--- config.mk ---
export PLATFORM = sky130hd
export DESIGN_NAME = uart_rx
export DESIGN_NICKNAME = d
export VERILOG_FILES = /design/src/rtl/uart_pkg.sv /design/src/rtl/uart_rx_sipo.sv /design/src/rtl/uart_rx.sv
export SDC_FILE = /design/constraint.sdc
export NUM_CORES = 1
export LEC_CHECK = 0
export CAP_MARGIN = 10
export CORE_MARGIN = 2
export CORE_UTILIZATION = 40
export CTS_BUF_LIST = sky130_fd_sc_hd__clkbuf_8 sky130_fd_sc_hd__clkbuf_16
export DETAILED_ROUTE_END_ITERATION = 16
export PLACE_DENSITY_LB_ADDON = 0.15
export RECOVER_POWER = 25
export SLEW_MARGIN = 10
export SYNTH_ARGS = -nofsm -noshare
export SYNTH_HDL_FRONTEND = slang
export SYNTH_SLANG_ARGS = --single-unit
--- constraint.sdc ---
create_clock -name clk -period 3.66 [get_ports clk]
set_input_delay 0.732 -clock clk [delete_from_list [all_inputs] [get_ports clk]]
set_output_delay 0.732 -clock clk [all_outputs]
set_load 0.1 [all_outputs]
--- src/rtl/uart_pkg.sv ---
// Shared UART definitions: receiver state encoding and default framing
// constants used by both the transmitter and the receiver.
package uart_pkg;

  // 100 MHz system clock at 115200 baud.
  localparam int CLKS_PER_BIT_DEF = 868;
  localparam int DATA_BITS_DEF    = 8;

  typedef enum logic [2:0] {
    IDLE,
    START,
    DATA,
    STOP,
    BREAK
  } rx_state_e;

endpackage : uart_pkg

--- src/rtl/uart_rx_sipo.sv ---
// Serial-in/parallel-out register for the UART receiver. Serial data enters
// the MSB and shifts right, so after DATA_BITS shifts the first received bit
// sits in bit 0 (mirror of the transmit PISO, which shifts out of bit 0).
module rx_sipo
  import uart_pkg::*;
#(
  parameter int DATA_BITS = DATA_BITS_DEF
) (
  input  logic                 clk,
  input  logic                 rst_n,
  input  logic                 shift_en,
  input  logic                 din,
  output logic [DATA_BITS-1:0] q
);

  logic [DATA_BITS-1:0] shift_q, shift_d;

  // Next shift-register value: shift right on enable, otherwise hold.
  always_comb begin
    // NOTE: default assignment first so every path drives shift_d (no latch).
    shift_d = shift_q;
    if (shift_en) begin
      shift_d = {din, shift_q[DATA_BITS-1:1]};
    end
  end

  // Shift-register state with asynchronous clear.
  always_ff @(posedge clk or negedge rst_n) begin
    // NOTE: this is a datapath register, but it is cleared so a frame aborted
    // by reset can never leak stale bits into a later data_out load.
    if (!rst_n) begin
      shift_q <= '0;
    end else begin
      shift_q <= shift_d;
    end
  end

  assign q = shift_q;

endmodule : rx_sipo

--- src/rtl/uart_rx.sv ---
// UART receiver: two-flop rx synchroniser, start-bit detection with a
// half-bit qualification, mid-bit sampling of DATA_BITS data bits (LSB first)
// and one stop bit. A good frame yields a one-cycle data_valid with data_out
// updated in the same cycle; a low stop bit yields a one-cycle frame_err and
// the receiver then waits for the line to return high before rearming.
module uart_rx
  import uart_pkg::*;
#(
  parameter int CLKS_PER_BIT = CLKS_PER_BIT_DEF,
  parameter int DATA_BITS    = DATA_BITS_DEF
) (
  input  logic                 clk,
  input  logic                 rst_n,
  input  logic                 rx,
  output logic [DATA_BITS-1:0] data_out,
  output logic                 data_valid,
  output logic                 frame_err,
  output logic                 busy
);

  localparam int CW = $clog2(CLKS_PER_BIT);
  localparam int BW = $clog2(DATA_BITS + 1);

  localparam logic [CW-1:0] HALF_LAST = CW'(CLKS_PER_BIT / 2 - 1);
  localparam logic [CW-1:0] BIT_LAST  = CW'(CLKS_PER_BIT - 1);
  localparam logic [BW-1:0] LAST_BIT  = BW'(DATA_BITS - 1);

  if ((CLKS_PER_BIT % 2) != 0 || CLKS_PER_BIT < 4) begin : g_bad_cpb
    $error("uart_rx: CLKS_PER_BIT must be even and >= 4");
  end

  rx_state_e            state_q, state_d;
  logic [CW-1:0]        clk_cnt_q, clk_cnt_d;
  logic [BW-1:0]        bit_cnt_q, bit_cnt_d;
  logic [DATA_BITS-1:0] data_q, data_d;
  logic                 valid_q, valid_d;
  logic                 ferr_q, ferr_d;
  logic                 sync1_q, rx_s_q;
  logic                 shift_en;
  logic [DATA_BITS-1:0] shift_word;

  // Two-flop synchroniser; idles high so reset never looks like a start bit.
  always_ff @(posedge clk or negedge rst_n) begin
    // NOTE: non-blocking assignments so both flops sample the pre-edge values.
    if (!rst_n) begin
      sync1_q <= 1'b1;
      rx_s_q  <= 1'b1;
    end else begin
      sync1_q <= rx;
      rx_s_q  <= sync1_q;
    end
  end

  rx_sipo #(
    .DATA_BITS(DATA_BITS)
  ) u_sipo (
    .clk     (clk),
    .rst_n   (rst_n),
    .shift_en(shift_en),
    .din     (rx_s_q),
    .q       (shift_word)
  );

  // Next-state, counter and strobe logic; strobes default low every cycle.
  always_comb begin
    state_d   = state_q;
    clk_cnt_d = clk_cnt_q + 1'b1;
    bit_cnt_d = bit_cnt_q;
    data_d    = data_q;
    valid_d   = 1'b0;
    ferr_d    = 1'b0;
    shift_en  = 1'b0;
    unique case (state_q)
      IDLE: begin
        clk_cnt_d = '0;
        if (!rx_s_q) state_d = START;
      end
      START: begin
        // Re-check the line at mid start bit to reject short glitches.
        if (clk_cnt_q == HALF_LAST) begin
          clk_cnt_d = '0;
          bit_cnt_d = '0;
          state_d   = rx_s_q ? IDLE : DATA;
        end
      end
      DATA: begin
        if (clk_cnt_q == BIT_LAST) begin
          clk_cnt_d = '0;
          shift_en  = 1'b1;
          bit_cnt_d = bit_cnt_q + 1'b1;
          if (bit_cnt_q == LAST_BIT) state_d = STOP;
        end
      end
      STOP: begin
        // Leaving at mid stop bit keeps half a bit of margin for the next start.
        if (clk_cnt_q == BIT_LAST) begin
          clk_cnt_d = '0;
          if (rx_s_q) begin
            data_d  = shift_word;
            valid_d = 1'b1;
            state_d = IDLE;
          end else begin
            ferr_d  = 1'b1;
            state_d = BREAK;
          end
        end
      end
      BREAK: begin
        // A held-low line must not be re-read as a fresh start bit.
        clk_cnt_d = '0;
        if (rx_s_q) state_d = IDLE;
      end
      default: begin
        clk_cnt_d = '0;
        state_d   = IDLE;
      end
    endcase
  end

  // FSM, counter and output registers.
  always_ff @(posedge clk or negedge rst_n) begin
    if (!rst_n) begin
      state_q   <= IDLE;
      clk_cnt_q <= '0;
      bit_cnt_q <= '0;
      data_q    <= '0;
      valid_q   <= 1'b0;
      ferr_q    <= 1'b0;
    end else begin
      state_q   <= state_d;
      clk_cnt_q <= clk_cnt_d;
      bit_cnt_q <= bit_cnt_d;
      data_q    <= data_d;
      valid_q   <= valid_d;
      ferr_q    <= ferr_d;
    end
  end

  assign data_out   = data_q;
  assign data_valid = valid_q;
  assign frame_err  = ferr_q;
  assign busy       = (state_q != IDLE);

endmodule : uart_rx
==> impl_metrics.json <==
{
  "yosysSeqAreaShare": 0.546,
  "grt_max_degree": 38,
  "cts_resized": 0,
  "fin_nets": 158,
  "hold_viol": 0,
  "fp.dieW_um": 69.2,
  "core_um2": 4060,
  "htree_levels": 2,
  "vias": 1083,
  "grt_pass1_vias": 1070,
  "synth_compound_area_frac": 0.0714,
  "netlist_instances": 137,
  "instances_no_fill": 203,
  "cp-start-kind": "register",
  "synth.area.top_cells": "dfrtp_1, mux2_4, mux2_1",
  "place_inst": 195,
  "required_ps": 2930,
  "min_from": "sync1_q",
  "detail-route-antenna-nets": 0,
  "cts_setup_buffers": 0,
  "grt_pass1_wl_mm": 5.09,
  "cts_tree": "yes",
  "r2r_start": "clk_cnt_q[0]",
  "powerDensity_nw_per_um2": 402,
  "rows": 23,
  "port_buffers": 13,
  "die_area_um2": 4790,
  "wirelength_mm": 2.82,
  "r2r_end": "data_out[7]",
  "holdPathEnd": "rx_s_q",
  "critical_path_buf_inv_count": 1,
  "dr.pass1.iters": 4,
  "p_leak_nw": 0.902,
  "cts-buffers-inserted": 5,
  "hold_class": "register to register",
  "cp_max_fo": 2,
  "end_kind": "output port",
  "area_growth_pct": 15.2,
  "reg2reg_slack_ps": 1640,
  "finalSetupViolCount": 0,
  "synth_mux_area_frac": 0.124,
  "crit_slowest_cell": "clkdlybuf4s50_1",
  "yosys.area.top_type": "dfrtp_1",
  "synthAdderAreaFrac": 0.0221,
  "overflow": 0,
  "cts-root-buf": "clkbuf_8",
  "io_pins": 14,
  "clock_path_buffers": 2,
  "period_minus_slack_ps": 2500,
  "synthSimpleGateAreaFrac": 0.155,
  "initial_core_util": 0.419,
  "drt_iter0_drc": 78,
  "finalCritPeriodShare": 0.683,
  "place_congestion": 0.836,
  "status": "finished, violations left",
  "synth_top_family_by_area": "simple AND/OR/NAND/NOR gates",
  "crit_family": "buffers and inverters",
  "clock.fmax_mhz": 400,
  "drc": 0,
  "drv_slew": 38,
  "crit_chain": "clkdlybuf4s50_1",
  "worstMarginPinSlew_ps": 1910,
  "reg2reg_depth": 5,
  "die_h_um": 69.2,
  "num_antenna_cells": 0,
  "clk_pin_slew_ps": 80,
  "worstSetupPathType": "register to output port",
  "via_per_inst": 5.33,
  "rsz0062_at_grt": "false",
  "postCtsHoldBufs": 0,
  "ys_seq_elements": 37,
  "slew_headroom": -0.276,
  "hold_depth": 0,
  "yosys_warnings": 0,
  "slowest_delay_ps": 1130,
  "synth-xor-area-share": 0.0464,
  "drive_gt1_frac": 0.157,
  "clk_latency_ps": 290,
  "dp_hpwl_mm": 1.90,
  "drv_cap": 1,
  "syn-num-nets": 143,
  "cp.arrival_ps": 1770,
  "ir_drop_mv": 0.370,
  "synthesis.area_um2": 1700,
  "finClkSkew_ps": 8.49,
  "cts_sinks": 37,
  "wl_per_cell_um": 13.9,
  "post-synth-top-area-fraction": 0.515,
  "synthDistinctLibCells": 39,
  "violations": "max-capacitance violations, max-slew violations",
  "grt_antenna_before_repair": 0,
  "setup_tns_ps": 0,
  "avgSynthCellArea_um2": 12.4,
  "grtUsageTotal": 0.132
}
==> layout make-up <==
class                           count  area [µm²]
Sequential cell                    37         928
Timing Repair Buffer               13         121
Clock inverter                      2        37.5
Inverter                            4        15.0
Fill cell                         348        2100
Multi-Input combinational cell     91         712
Tap cell                           50        62.6
Clock buffer                        6        82.6
==> metal layers <==
metal	vias up	track usage	routed length (µm)
met1	538	0.180	1360
met5	-	0	0
met4	0	0.0523	20
li1	517	-	-
met2	24	0.199	1330
met3	4	0.0378	110
==> state kept, by name (all words and copies together), names as in the netlist <==
name,count
sync1_q,1
bit_cnt_q,4
clk_cnt_q,10
state_q,3
data_valid,1
data_out,8
frame_err,1
rx_s_q,1
u_sipo.q,8
==> cells in the final DEF (no fill, tap or decap), drive strengths merged, types with 2 or more instances in the layout <==
master,Yosys,layout
a211oi,2,2
a21oi,3,3
a31oi,3,3
and2,2,2
and3,3,3
and4,2,2
clkbuf,2,7
clkdlybuf4s50,0,10
dfrtp,35,35
dfstp,2,2
ha,3,3
inv,4,4
mux2,16,16
nand2,5,5
nand3,7,7
nand4,5,5
nor2,16,16
xnor2,3,3
xor2,6,6
==> where the power goes <==
part,switching [W],internal (W)
logic,0.00000759,0.000000914
registers,0.00000117,0.000411
clock network,0.000145,0.000222
==> kinds of logic (layout without fill, tap and decap cells) <==
| logic type | Yosys count | in the layout |
|---|---|---|
| buf+inv | 9 | 25 |
| compound gates | 16 | 16 |
| xor+xnor | 9 | 9 |
| fa+ha+maj | 3 | 3 |
| simple gates | 47 | 47 |
| flops | 37 | 37 |
| mux | 16 | 16 |
==> synthesized netlist by cell type <==
| cell | number |
|---|---|
| nor2_1 | 16 |
| nand2b_1 | 1 |
| nor4b_1 | 1 |
| nand2_1 | 4 |
| a211oi_1 | 2 |
| and2_1 | 2 |
| and4_1 | 1 |
| xnor2_1 | 3 |
| o21ai_1 | 1 |
| o21bai_1 | 1 |
| buf_6 | 2 |
| a31oi_2 | 1 |
| and4b_1 | 1 |
| ha_1 | 3 |
| nor2b_1 | 1 |
| mux2_4 | 8 |
| and3_1 | 3 |
| nand2_2 | 1 |
| nand3_1 | 7 |
| xor2_1 | 6 |
| dfstp_2 | 2 |
| nand4_1 | 5 |
| a21bo_1 | 1 |
| or3b_2 | 1 |
| dfrtp_1 | 35 |
| o31ai_1 | 1 |
| buf_8 | 1 |
| a31oi_1 | 2 |
| a32o_1 | 1 |
| o31a_1 | 1 |
| o32ai_1 | 1 |
| and4_4 | 1 |
| clkbuf_1 | 2 |
| nor3b_2 | 1 |
| mux2_1 | 8 |
| inv_1 | 4 |
| and4bb_1 | 1 |
| a21oi_1 | 3 |
| o2bb2ai_1 | 1 |
==> worst max path at each step <==
stage	start	to	cells past startpoint
2_1_floorplan	state_q[0]	busy	3
3_3_place_gp	data_out[0]	data_out[0]	1
3_5_place_dp	data_out[6]	data_out[6]	1
4_1_cts	data_out[1]	data_out[1]	1
5_1_grt	data_out[1]	data_out[1]	1
6_report	data_out[4]	data_out[4]	1
==> per-stage QoR <==
| stage | setup slack [ps] | util | area [µm²] | hold WS (ps) | total power [W] |
|---|---|---|---|---|---|
| after global routing | 1100 | 0.483 | 1960 | 360 | 0.000818 |
| after global placement | 1470 | 0.454 | 1840 | 347 | 0.000429 |
| final | 1160 | 0.483 | 1960 | 358 | 0.000787 |
| after detailed placement | 1460 | 0.454 | 1840 | 348 | 0.000430 |
| after floorplan | 1560 | - | 1700 | 345 | 0.000419 |
| after CTS | 1140 | 0.483 | 1960 | 358 | 0.000802 |
Note: power is estimated with default switching activity, not from simulation.
